===== src/rtl/melodia_pkg.sv =====
// Shared constants and FSM encoding for the melody player and its tone generator.
package melodia_pkg;

    typedef enum logic [1:0] {
        REPOSO   = 2'd0,
        CARGA    = 2'd1,
        TONO     = 2'd2,
        SILENCIO = 2'd3
    } estado_t;

    localparam int CLK_HZ           = 12000000;
    localparam int DUR_NOTA_DEF     = 3000000;
    localparam int DUR_SILENCIO_DEF = 600000;
    localparam int DIR_W            = 5;
    localparam int FREC_W           = 16;

    function automatic int max_int(input int a, input int b);
        return (a > b) ? a : b;
    endfunction

endpackage


===== src/rtl/reproductor_melodia_generador_tono.sv =====
// Half-period counter and square-wave toggle; limpiar wins over habilitar.
module generador_tono
    import melodia_pkg::*;
(
    input  logic              clk,
    input  logic              rst_n,
    input  logic              habilitar,
    input  logic              limpiar,
    input  logic [FREC_W-1:0] semiperiodo,
    output logic              salida
);

    logic [FREC_W-1:0] cuenta_q;
    logic              salida_q;
    logic              toca_flanco;

    // A zero half-period is a rest: the counter parks at 0 so it can never wrap.
    assign toca_flanco = (semiperiodo != '0) && (cuenta_q == semiperiodo - FREC_W'(1));

    always_ff @(posedge clk or negedge rst_n) begin
        if (!rst_n) begin
            cuenta_q <= '0;
            salida_q <= 1'b0;
        end else if (limpiar) begin
            cuenta_q <= '0;
            salida_q <= 1'b0;
        end else if (habilitar && semiperiodo != '0) begin
            if (toca_flanco) begin
                cuenta_q <= '0;
                salida_q <= ~salida_q;
            end else begin
                cuenta_q <= cuenta_q + FREC_W'(1);
            end
        end
    end

    assign salida = salida_q;

endmodule


===== src/rtl/reproductor_melodia.sv =====
// Walks the note ROM address by address: load, sound for DUR_NOTA cycles, then a silent gap.
module reproductor_melodia
    import melodia_pkg::*;
#(
    parameter int NUM_NOTAS    = 25,
    parameter int DUR_NOTA     = DUR_NOTA_DEF,
    parameter int DUR_SILENCIO = DUR_SILENCIO_DEF
) (
    input  logic              clk,
    input  logic              rst_n,
    input  logic              iniciar,
    input  logic              detener,
    input  logic              repetir,
    input  logic [FREC_W-1:0] frecuencia_de_nota,
    output logic [DIR_W-1:0]  direccion_nota,
    output logic              salida_audio,
    output logic              reproduciendo,
    output logic              fin
);

    localparam int DUR_W = $clog2(max_int(DUR_NOTA, DUR_SILENCIO) + 1);
    localparam logic [DIR_W-1:0] ULTIMA_DIR = DIR_W'(NUM_NOTAS - 1);

    estado_t           estado_q;
    logic [DIR_W-1:0]  dir_q;
    logic [FREC_W-1:0] frec_q;
    logic [DUR_W-1:0]  dur_q;
    logic              reproduciendo_q;
    logic              fin_q;
    logic              fin_tono;
    logic              fin_silencio;

    assign fin_tono     = (estado_q == TONO)     && (dur_q == DUR_W'(DUR_NOTA - 1));
    assign fin_silencio = (estado_q == SILENCIO) && (dur_q == DUR_W'(DUR_SILENCIO - 1));

    always_ff @(posedge clk or negedge rst_n) begin
        if (!rst_n) begin
            estado_q        <= REPOSO;
            dir_q           <= '0;
            frec_q          <= '0;
            dur_q           <= '0;
            reproduciendo_q <= 1'b0;
            fin_q           <= 1'b0;
        end else begin
            fin_q <= 1'b0;
            if (estado_q == REPOSO) begin
                if (iniciar && !detener) begin
                    estado_q        <= CARGA;
                    dir_q           <= '0;
                    reproduciendo_q <= 1'b1;
                end
            end else if (detener) begin
                estado_q        <= REPOSO;
                dir_q           <= '0;
                dur_q           <= '0;
                reproduciendo_q <= 1'b0;
            end else begin
                unique case (estado_q)
                    CARGA: begin
                        frec_q   <= frecuencia_de_nota;
                        dur_q    <= '0;
                        estado_q <= TONO;
                    end
                    TONO: begin
                        if (fin_tono) begin
                            dur_q    <= '0;
                            estado_q <= SILENCIO;
                        end else begin
                            dur_q <= dur_q + DUR_W'(1);
                        end
                    end
                    SILENCIO: begin
                        if (fin_silencio) begin
                            dur_q <= '0;
                            // repetir only matters at this end-of-melody decision.
                            if (dir_q != ULTIMA_DIR) begin
                                dir_q    <= dir_q + DIR_W'(1);
                                estado_q <= CARGA;
                            end else if (repetir) begin
                                dir_q    <= '0;
                                estado_q <= CARGA;
                            end else begin
                                dir_q           <= '0;
                                estado_q        <= REPOSO;
                                reproduciendo_q <= 1'b0;
                                fin_q           <= 1'b1;
                            end
                        end else begin
                            dur_q <= dur_q + DUR_W'(1);
                        end
                    end
                    default: estado_q <= REPOSO;
                endcase
            end
        end
    end

    generador_tono u_generador_tono (
        .clk         (clk),
        .rst_n       (rst_n),
        .habilitar   (estado_q == TONO),
        .limpiar     ((estado_q != TONO) || fin_tono || detener),
        .semiperiodo (frec_q),
        .salida      (salida_audio)
    );

    assign direccion_nota = dir_q;
    assign reproduciendo  = reproduciendo_q;
    assign fin            = fin_q;

endmodule


===== config.mk =====
export PLATFORM = sky130hd
export DESIGN_NAME = reproductor_melodia
export DESIGN_NICKNAME = d
export VERILOG_FILES = /design/src/rtl/melodia_pkg.sv /design/src/rtl/reproductor_melodia_generador_tono.sv /design/src/rtl/reproductor_melodia.sv
export SDC_FILE = /design/constraint.sdc
export NUM_CORES = 1
export LEC_CHECK = 0
export BUFFER_PORTS_ARGS = -buffer_cell sky130_fd_sc_hd__clkbuf_2
export CAP_MARGIN = 15
export CORE_ASPECT_RATIO = 0.9
export CORE_MARGIN = 5
export CORE_UTILIZATION = 28
export DETAILED_ROUTE_END_ITERATION = 10
export PLACE_DENSITY_LB_ADDON = 0.12
export REMOVE_ABC_BUFFERS = 1
export SYNTH_ARGS = -nofsm -noshare
export SYNTH_HDL_FRONTEND = slang
export SYNTH_SLANG_ARGS = --single-unit

===== constraint.sdc =====
create_clock -name clk -period 3.2 [get_ports clk]
set_input_delay 0.64 -clock clk [delete_from_list [all_inputs] [get_ports clk]]
set_output_delay 0.64 -clock clk [all_outputs]
set_load 0.05 [all_outputs]

==> impl_metrics.toml, run 1 <==
[timing]
tns_ns = 0
maxSlewViolCount = 0
max_freq_mhz = 369
skew_ns = 0.00615
timing.final.crit_share_pct = 84.6
worst_hold_slack_ns = 0.250
period_minus_slack_ns = 2.71
worstMarginPinSlew_ns = 0.550
max-slew-margin-rel_pct = 63.1
setup_violations = 0
hold_viol = 0
rsz0062_at_grt = "false"

[critical_path]
slowest_delay_ns = 0.56
cp_top_family = "compound AO/OA/AOI/OAI gates"
required_ns = 3.42
critPathKind = "reg2reg"
crit_buf_inv = 0
crit_arrival_ns = 2.93
critical-path-slowest-cell = "nor4b_1"
critical_path_depth = 6
critPathCapture = "dur_q[10]"
crit_chain = "nor4b_1 > nand4_1 > o41ai_1 > o21a_1 > o21ai_0 > a22o_1"
reg2reg_from = "dur_q[6]"
crit_fanout = 12
reg2reg_setup_slack_ns = 0.49
cp-start-kind = "register"
rr_worst_depth = 6
r2r_end = "dur_q[10]"
critPathLaunch = "dur_q[6]"
worstSetupEndpointType = "register"

[clock_network]
cts.sinks = 64
numCtsBuffers = 9
hold_buffers = 0
path_clk_slew_ns = 0.05
cts_tree = "done"
cts_buffer_depth = 2
cts_resized = 0
h-tree-depth = 3
clock_tree.root_cell = "clkbuf_16"
cts_setup_buffers = 0
clk_latency_ns = 0.33

[final_layout]
fin_area_mm2 = 0.00477
n_antenna_cell = 0
utilization_pct = 33.7
num-fill-cells = 1468
finalNonFillerCells = 670
layout-drive-gt1-share_pct = 18.7
finalNetCount = 504
syn2layout_area_growth_pct = 17.0

[routing]
first_pass_iters = 5
routed_wl_mm = 10.7
wl_met1_mm = 5.68
highest_layer = "met4"
drc = 0
vias = 3477
wire_per_inst_um = 15.9
drtAntennaViolNets = 0
avgViaCountPerCell = 5.19
dr.first_iter.drc_count = 228
wl_met3_um = 498
wl_met2_mm = 4.34

[synth]
synth.area.top_cells = "dfrtp_1, nand2_1, xor2_1, ha_1, mux2_2"
synthArstFlopShare_pct = 100
synth.cells.most_frequent = "dfrtp_1, nand2_1, nand3_1, o21ai_0, a31oi_1"
synth_top_area_cell = "dfrtp_1"
synth_top_area_share_pct = 39.2
ys_ff_latch = 64
synth_warnings = 0
synth_edf_count = 0
ys_types = 57
yosysMostFrequentCell = "dfrtp_1"
ys_seq_area_share_pct = 39.2
syn_area_per_cell_um2 = 9.30
synth_area_mm2 = 0.00408
synthFlopType = "dfrtp_1"
netlist_instances = 439

[job]
drv_cap = 0

[placement]
io_buffer_count = 28
placed_cells = 654
place.gp.congestion = 0.788
dpl-instance-area_mm2 = 0.00447
dp_hpwl_mm = 7.75

[global_route]
antenna_found_initial = 0
grtUsageTotal_pct = 13.0
grt_pass1_wl_mm = 17.7
grt_max_degree = 30
grt_pass1_vias = 3332
grt_overflow = 0

[power_and_ir_drop]
power_density_mw_per_mm2 = 692
pwr-share-clk_pct = 30.2
leakage_nw = 1.87
p_int_mw = 2.04
swShare_pct = 38.1
power_frac_seq_pct = 35.9
peakVddDrop_uv = 299
p_sw_mw = 1.26
combPwrFrac_pct = 33.9

[floorplan]
start_util_pct = 28.8
die_height_um = 125
ios = 29
fp.coreArea_mm2 = 0.0142
die_area_mm2 = 0.0171
rows = 41
die_x_um = 137

[min_path]
hold_path.class = "in2async"

[status]
status = "finished clean"
-- state kept, by name, summed over array words and instances (netlist names) --
signal and cells:
direccion_nota 5, dur_q 22, estado_q 2, fin 1, frec_q 16, reproduciendo 1
u_generador_tono.cuenta_q 16, u_generador_tono.salida 1
-- worst min path at each step --
stage                     startpoint                 to  slack (ns)  depth (start not counted)
after floorplan                rst_n  direccion_nota[0]        0.34                          0
after global placement      dur_q[5]           dur_q[5]        0.47                          1
after detailed placement    dur_q[5]           dur_q[5]        0.48                          1
after CTS                      rst_n          frec_q[8]        0.26                          1
after global routing           rst_n          frec_q[8]        0.28                          1
final                          rst_n          frec_q[8]        0.25                          1
-- cells in the final DEF, fill, tap and decap left out, types with 4 or more instances in the layout --
cell type | Yosys | routed
nand3_1 | 25 | 25
nor3_1 | 9 | 9
a211oi_1 | 10 | 10
mux2_2 | 12 | 12
clkbuf_2 | 0 | 27
nand2_1 | 42 | 42
xnor2_1 | 10 | 10
nor2_1 | 12 | 12
xor2_1 | 16 | 16
buf_4 | 0 | 12
a31oi_1 | 18 | 18
and3_1 | 10 | 10
nand2b_1 | 7 | 7
a21oi_1 | 12 | 12
nor3_2 | 10 | 10
ha_1 | 11 | 11
o21ai_0 | 21 | 21
dfrtp_1 | 64 | 64
clkbuf_16 | 0 | 9
a22o_1 | 4 | 4
inv_1 | 16 | 16
o2111ai_1 | 5 | 5
and4_1 | 6 | 6
o21ai_1 | 10 | 9
or3_1 | 17 | 17
and2_1 | 7 | 7
nand4_1 | 11 | 11
-- power by group through the flow --
stage	sequential [mW]	clock, mW	combinational [mW]
2_1_floorplan	1.18	0	0.774
4_1_cts	1.19	1.03	1.13
5_1_grt	1.22	1.06	1.26
3_3_place_gp	1.19	0	1.12
3_5_place_dp	1.20	0	1.12
6_report	1.19	0.999	1.12
-- layout make-up --
cell class | instances | area (um^2) | share of cell area, %
multi-input cells | 341 | 2340 | 49.0
flip-flops and latches | 64 | 1600 | 33.5
clock buffers | 13 | 260 | 5.45
well taps | 193 | 241 | 5.06
repair buffers | 40 | 230 | 4.82
inverters | 16 | 60.1 | 1.26
clock inverters | 3 | 40.0 | 0.839
-- layer usage --
| metal | GRT usage [%] | vias up |
|---|---|---|
| met3 | 3.35 | 13 |
| met2 | 17.5 | 67 |
| met4 | 4.93 | 0 |
| met5 | 0 | - |
| met1 | 19.5 | 1684 |
| li1 | - | 1713 |
-- logic make-up after synthesis --
group                    share of synthesized area (%)
flip-flops                                        39.2
multiplexers                                      4.05
XOR/XNOR                                          5.58
buffers and inverters                             3.49
AO/OA/AOI/OAI                                     17.4
AND/OR/NAND/NOR                                   26.8
adder cells (fa/ha/maj)                           3.37
-- stage by stage --
stage | power, mW | setup slack [ns]
finish | 3.30 | 0.492
detailed placement | 2.32 | 0.524
global route | 3.54 | 0.136
global placement | 2.31 | 0.659
floorplan | 1.95 | 0.461
CTS | 3.34 | 0.472
Note: power is estimated with default switching activity, not from simulation.
==> run 2, diff against run 1 <==
clock period = 2.5 ns   (was 3.2 ns; I/O delays follow)
==> run 2 against run 1 <==
- count of clock-buffer cells in the layout increased by 1
- worst setup slack lost 0.41 ns
- global-route usage up 0.57 points
- register-to-register slack worse by 0.41 ns
- sequential power increased by 20%
- combinational power increased by 63%
- sequential share of layout area is 2.7 points lower
- die area did not move
- wire length up 3.8%
==> impl_metrics.toml, run 2 (synthesis gave the netlist of run 1 again) <==
[routing]
first_pass_iters = 4
wire_per_inst_um = 15.7
vias = 3585
dr.first_iter.drc_count = 225
routed_wl_mm = 11.1
drtAntennaViolNets = 0
drc = 0
avgViaCountPerCell = 5.07

[power_and_ir_drop]
peakVddDrop_uv = 376
power_density_mw_per_mm2 = 855
leakage_nw = 2.09

[min_path]
hold_path.class = "in2async"

[floorplan]
die_height_um = 125
fp.coreArea_mm2 = 0.0142
die_area_mm2 = 0.0171
start_util_pct = 28.8
die_x_um = 137
ios = 29
rows = 41

[timing]
period_minus_slack_ns = 2.42
maxSlewViolCount = 0
max_freq_mhz = 413
worst_hold_slack_ns = 0.236
max-slew-margin-rel_pct = 50.6
timing.final.crit_share_pct = 96.8
skew_ns = 0.00643
setup_violations = 0
setup_slack_ns = 0.0802
rsz0062_at_grt = "false"
worstMarginPinSlew_ns = 0.741
hold_viol = 0

[critical_path]
crit_arrival_ns = 2.67
critPathKind = "reg2reg"
critPathCapture = "u_generador_tono.cuenta_q[4]"
reg2reg_from = "frec_q[2]"
cpMostUsedCell = "buf_12"
crit_chain = "or4_4 > or3_1 > a31o_1 > nand4_2 > a2111oi_4 > buf_4 > buf_12 > buf_12 > nor3_2"
slowest_delay_ns = 0.62
crit_fanout = 8
r2r_end = "u_generador_tono.cuenta_q[4]"
critical-path-slowest-cell = "or4_4"
reg2reg_setup_slack_ns = 0.08
critPathLaunch = "frec_q[2]"
cp-start-kind = "register"
worstSetupEndpointType = "register"
rr_worst_depth = 9
required_ns = 2.75

[clock_network]
numCtsBuffers = 9
clock_tree.root_cell = "clkbuf_16"
hold_buffers = 0
cts_tree = "done"
h-tree-depth = 3
path_clk_slew_ns = 0.05
cts_buffer_depth = 2
cts.sinks = 64
clk_latency_ns = 0.33

[global_route]
grt_overflow = 0
grt_pass1_vias = 3466
grtUsageTotal_pct = 13.6
grt_pass1_wl_mm = 18.3
grt_max_degree = 30
antenna_found_initial = 0

[final_layout]
reg.largest.list = "dur_q x22, frec_q x16, u_generador_tono.cuenta_q x16"
largest_reg_flops = 22
finalNetCount = 543
syn2layout_area_growth_pct = 27.3
fin_area_mm2 = 0.00520
final_common_cell = "dfrtp_1"
final_cell_mix = "dfrtp_1, buf_4, nand2_1"
regMostFlops = "dur_q"
layout-drive-gt1-share_pct = 26.7
n_antenna_cell = 0

[placement]
place_ws_ns = 0.0935
place.gp.congestion = 0.847
dp_hpwl_mm = 8.04
dpl-instance-area_mm2 = 0.00477
io_buffer_count = 28

[status]
status = "finished clean"

[job]
drv_cap = 0
==> run 2: changes by cell type in the layout (fill, tap and decap cells not counted), sizes merged <==
cell / change
buf: +38
clkbuf: +2
clkinv: -2
bufinv: -1
==> run 2: worst min path at each step <==
stage / start / to
after floorplan: rst_n / direccion_nota[0]
after global placement: dur_q[5] / dur_q[5]
after detailed placement: dur_q[5] / dur_q[5]
after CTS: rst_n / u_generador_tono.cuenta_q[9]
after global routing: rst_n / u_generador_tono.cuenta_q[9]
final: rst_n / frec_q[6]
==> run 2: where the power goes <==
part	switching [mW]	internal (mW)
Sequential	0.215	1.21
Combinational	1.05	0.781
Clock	0.440	0.742
==> run 2: cell type report <==
type,count,area (um^2)
repair buffers,79,594
clock buffers,14,274
flip-flops and latches,64,1600
multi-input cells,341,2430
fillers,1449,8960
well taps,193,241
inverters,16,60.1
==> run 2: critical path: cells and delay by family, from the launching register on <==
| family | cells | cell delay, ns |
|---|---|---|
| AOI/OAI and AO/OA | 2 | 0.28 |
| buffers and inverters | 3 | 0.43 |
| DFF | 1 | 0.40 |
| and+or+nand+nor | 4 | 1.23 |
==> run 2: through the flow <==
step           instances  utilization, %  setup TNS (ns)  power (mW)
6_report             707            36.7               0        4.44
5_1_grt              707            36.7               0        4.76
4_1_cts              703            35.7               0        4.40
3_5_place_dp         689            33.7               0        3.18
3_3_place_gp         689            33.7               0        3.16
2_1_floorplan        421               -           -4.06        2.50
==> run 2: what timing repair did <==
item	CTS	global route
endpoints found under the setup margin	0	11
setup buffers	0	3
resized for setup	0	15
==> run 2: layer usage <==
layer / vias to the layer above / GRT usage [%] / share of wire [%]
met1: 1713 / 20.7 / 53
li1: 1790 / - / -
met5: - / 0 / 0
met4: 0 / 4.40 / 1.3
met2: 71 / 18.4 / 41
met3: 11 / 3.35 / 4.0
==> run 3, diff against run 2 <==
PLACE_DENSITY = 0.41   (was unset)
PLACE_DENSITY_LB_ADDON = unset   (was 0.12)
TNS_END_PERCENT = 30   (was unset)
==> run 3 against run 2 <==
- worst hold slack lost 0.19 ns
- clock power increased by 16%
- combinational power about the same
- sequential share of layout area shrank 0.24 points
- total power increased by 4.7%
- count of clock-buffer cells in the layout decreased by 5
- critical path depth down 1
- first-iteration DRC count is 9.3% higher
- flip-flop and latch count stayed put
- sequential power about the same
- critical endpoint is now u_generador_tono.cuenta_q[3]
- largest cell class unchanged
- highest routed layer unchanged
==> impl_metrics.toml, run 3 (synthesis gave the netlist of run 1 again) <==
[status]
status = "finished clean"

[timing]
worstMarginPinSlew_ns = 0.444
timing.final.crit_share_pct = 97.6
maxSlewViolCount = 0
period_minus_slack_ns = 2.44
max-slew-margin-rel_pct = 70.3
skew_ns = 0.00770
tns_ns = 0
hold_viol = 0
rsz0062_at_grt = "true"
setup_violations = 0
max_freq_mhz = 410

[job]
drv_cap = 0

[clock_network]
h-tree-depth = 3
hold_buffers = 0
cts.sinks = 64
numCtsBuffers = 9
clk_latency_ns = 0.34
cts_buffer_depth = 2
path_clk_slew_ns = 0.06
clock_tree.root_cell = "clkbuf_16"
cts_tree = "done"

[floorplan]
ios = 29
die_x_um = 137
fp.coreArea_mm2 = 0.0142
die_height_um = 125
start_util_pct = 28.8
die_area_mm2 = 0.0171
rows = 41

[global_route]
antenna_found_initial = 0
grt_max_degree = 56
grt_pass1_wl_mm = 18.3
grt_pass1_vias = 3416
grtUsageTotal_pct = 13.5
grt_overflow = 0

[min_path]
hold_path.class = "in2async"

[final_layout]
final_common_cell = "dfrtp_1"
reg.largest.list = "dur_q x22, frec_q x16, u_generador_tono.cuenta_q x16"
finalNetCount = 542
regMostFlops = "dur_q"
num-fill-cells = 1451
n_antenna_cell = 0
final_cell_mix = "dfrtp_1, buf_4, nand2_1"
fin_area_mm2 = 0.00524
layout-drive-gt1-share_pct = 27.6
syn2layout_area_growth_pct = 28.4
largest_reg_flops = 22
utilization_pct = 37.0

[power_and_ir_drop]
peakVddDrop_uv = 334
power_density_mw_per_mm2 = 888
leakage_nw = 2.09

[routing]
dr.first_iter.drc_count = 246
drtAntennaViolNets = 0
vias = 3655
first_pass_iters = 5
drc = 0
routed_wl_mm = 11.3
avgViaCountPerCell = 5.16
wire_per_inst_um = 15.9

[placement]
dp_hpwl_mm = 8.12
dpl-instance-area_mm2 = 0.00474
place.gp.congestion = 0.847
io_buffer_count = 28

[critical_path]
crit_fanout = 9
required_ns = 2.73
crit_arrival_ns = 2.67
worstSetupEndpointType = "register"
cp-start-kind = "register"
critPathKind = "reg2reg"
==> run 3: area by class of cell <==
cell class,instances,area [um^2],area share (%)
multi-input combinational,341,2440,46.6
sequential,64,1600,30.6
timing repair buffer,78,571,10.9
tap,193,241,4.61
clock buffer,9,225,4.30
clock inverter,7,96.3,1.84
inverter,16,60.1,1.15
==> run 3: per-layer routing <==
metal	GRT usage [%]	vias to the layer above	share of wire [%]
met5	0	-	0
met4	3.29	0	1.0
met3	4.32	10	5.4
met2	18.0	81	42
met1	20.8	1771	52
li1	-	1793	-
==> run 3: path summary, 6_finish.rpt <==
| check | start | end | slack, ns | depth (start not counted) |
|---|---|---|---|---|
| min in group clk | frecuencia_de_nota[5] | frec_q[5] | 0.36 | 3 |
| hold / removal | rst_n | frec_q[6] | 0.04 | 1 |
| max in group asynchronous | rst_n | estado_q[1] | 1.86 | 2 |
| setup / recovery | frec_q[2] | u_generador_tono.cuenta_q[3] | 0.06 | 8 |
| setup reg to reg | frec_q[2] | u_generador_tono.cuenta_q[3] | 0.06 | 8 |
| hold reg to reg | dur_q[5] | dur_q[5] | 0.49 | 1 |
==> run 3: stage by stage <==
step / hold WS [ns] / worst slack (ns) / power, mW / std cells
final: 0.0423 / 0.0591 / 4.65 / 708
after global routing: 0.0390 / -0.0392 / 4.96 / 708
after CTS: 0.0322 / 0.0751 / 4.57 / 701
after detailed placement: 0.403 / 0.0189 / 3.15 / 685
after global placement: 0.405 / 0.0356 / 3.16 / 685
after floorplan: 0.204 / -0.239 / 2.50 / 421
==> run 3: report_power, final <==
group	internal [mW]	switching (mW)	total [mW]	leakage (nW)
combinational	0.795	1.04	1.83	1.09
clock	0.872	0.498	1.37	0.148
sequential	1.21	0.240	1.45	0.858
total	2.88	1.77	4.65	2.09
==> run 3: worst max-delay path, cell delays in order (launching register included) <==
cell and delay, ns:
dfrtp_1 0.42, or4_4 0.63, nor4_4 0.29, a41oi_2 0.19
a2111oi_4 0.34, buf_4 0.19, buf_12 0.13, buf_4 0.11
nor3_2 0.03
==> run 3: timing repair <==
action                     in CTS  in global routing
cloned                          0                  1
setup buffers                   0                  6
pin swaps                       0                  3
resized for setup               2                 16
setup endpoints to repair       1                 12
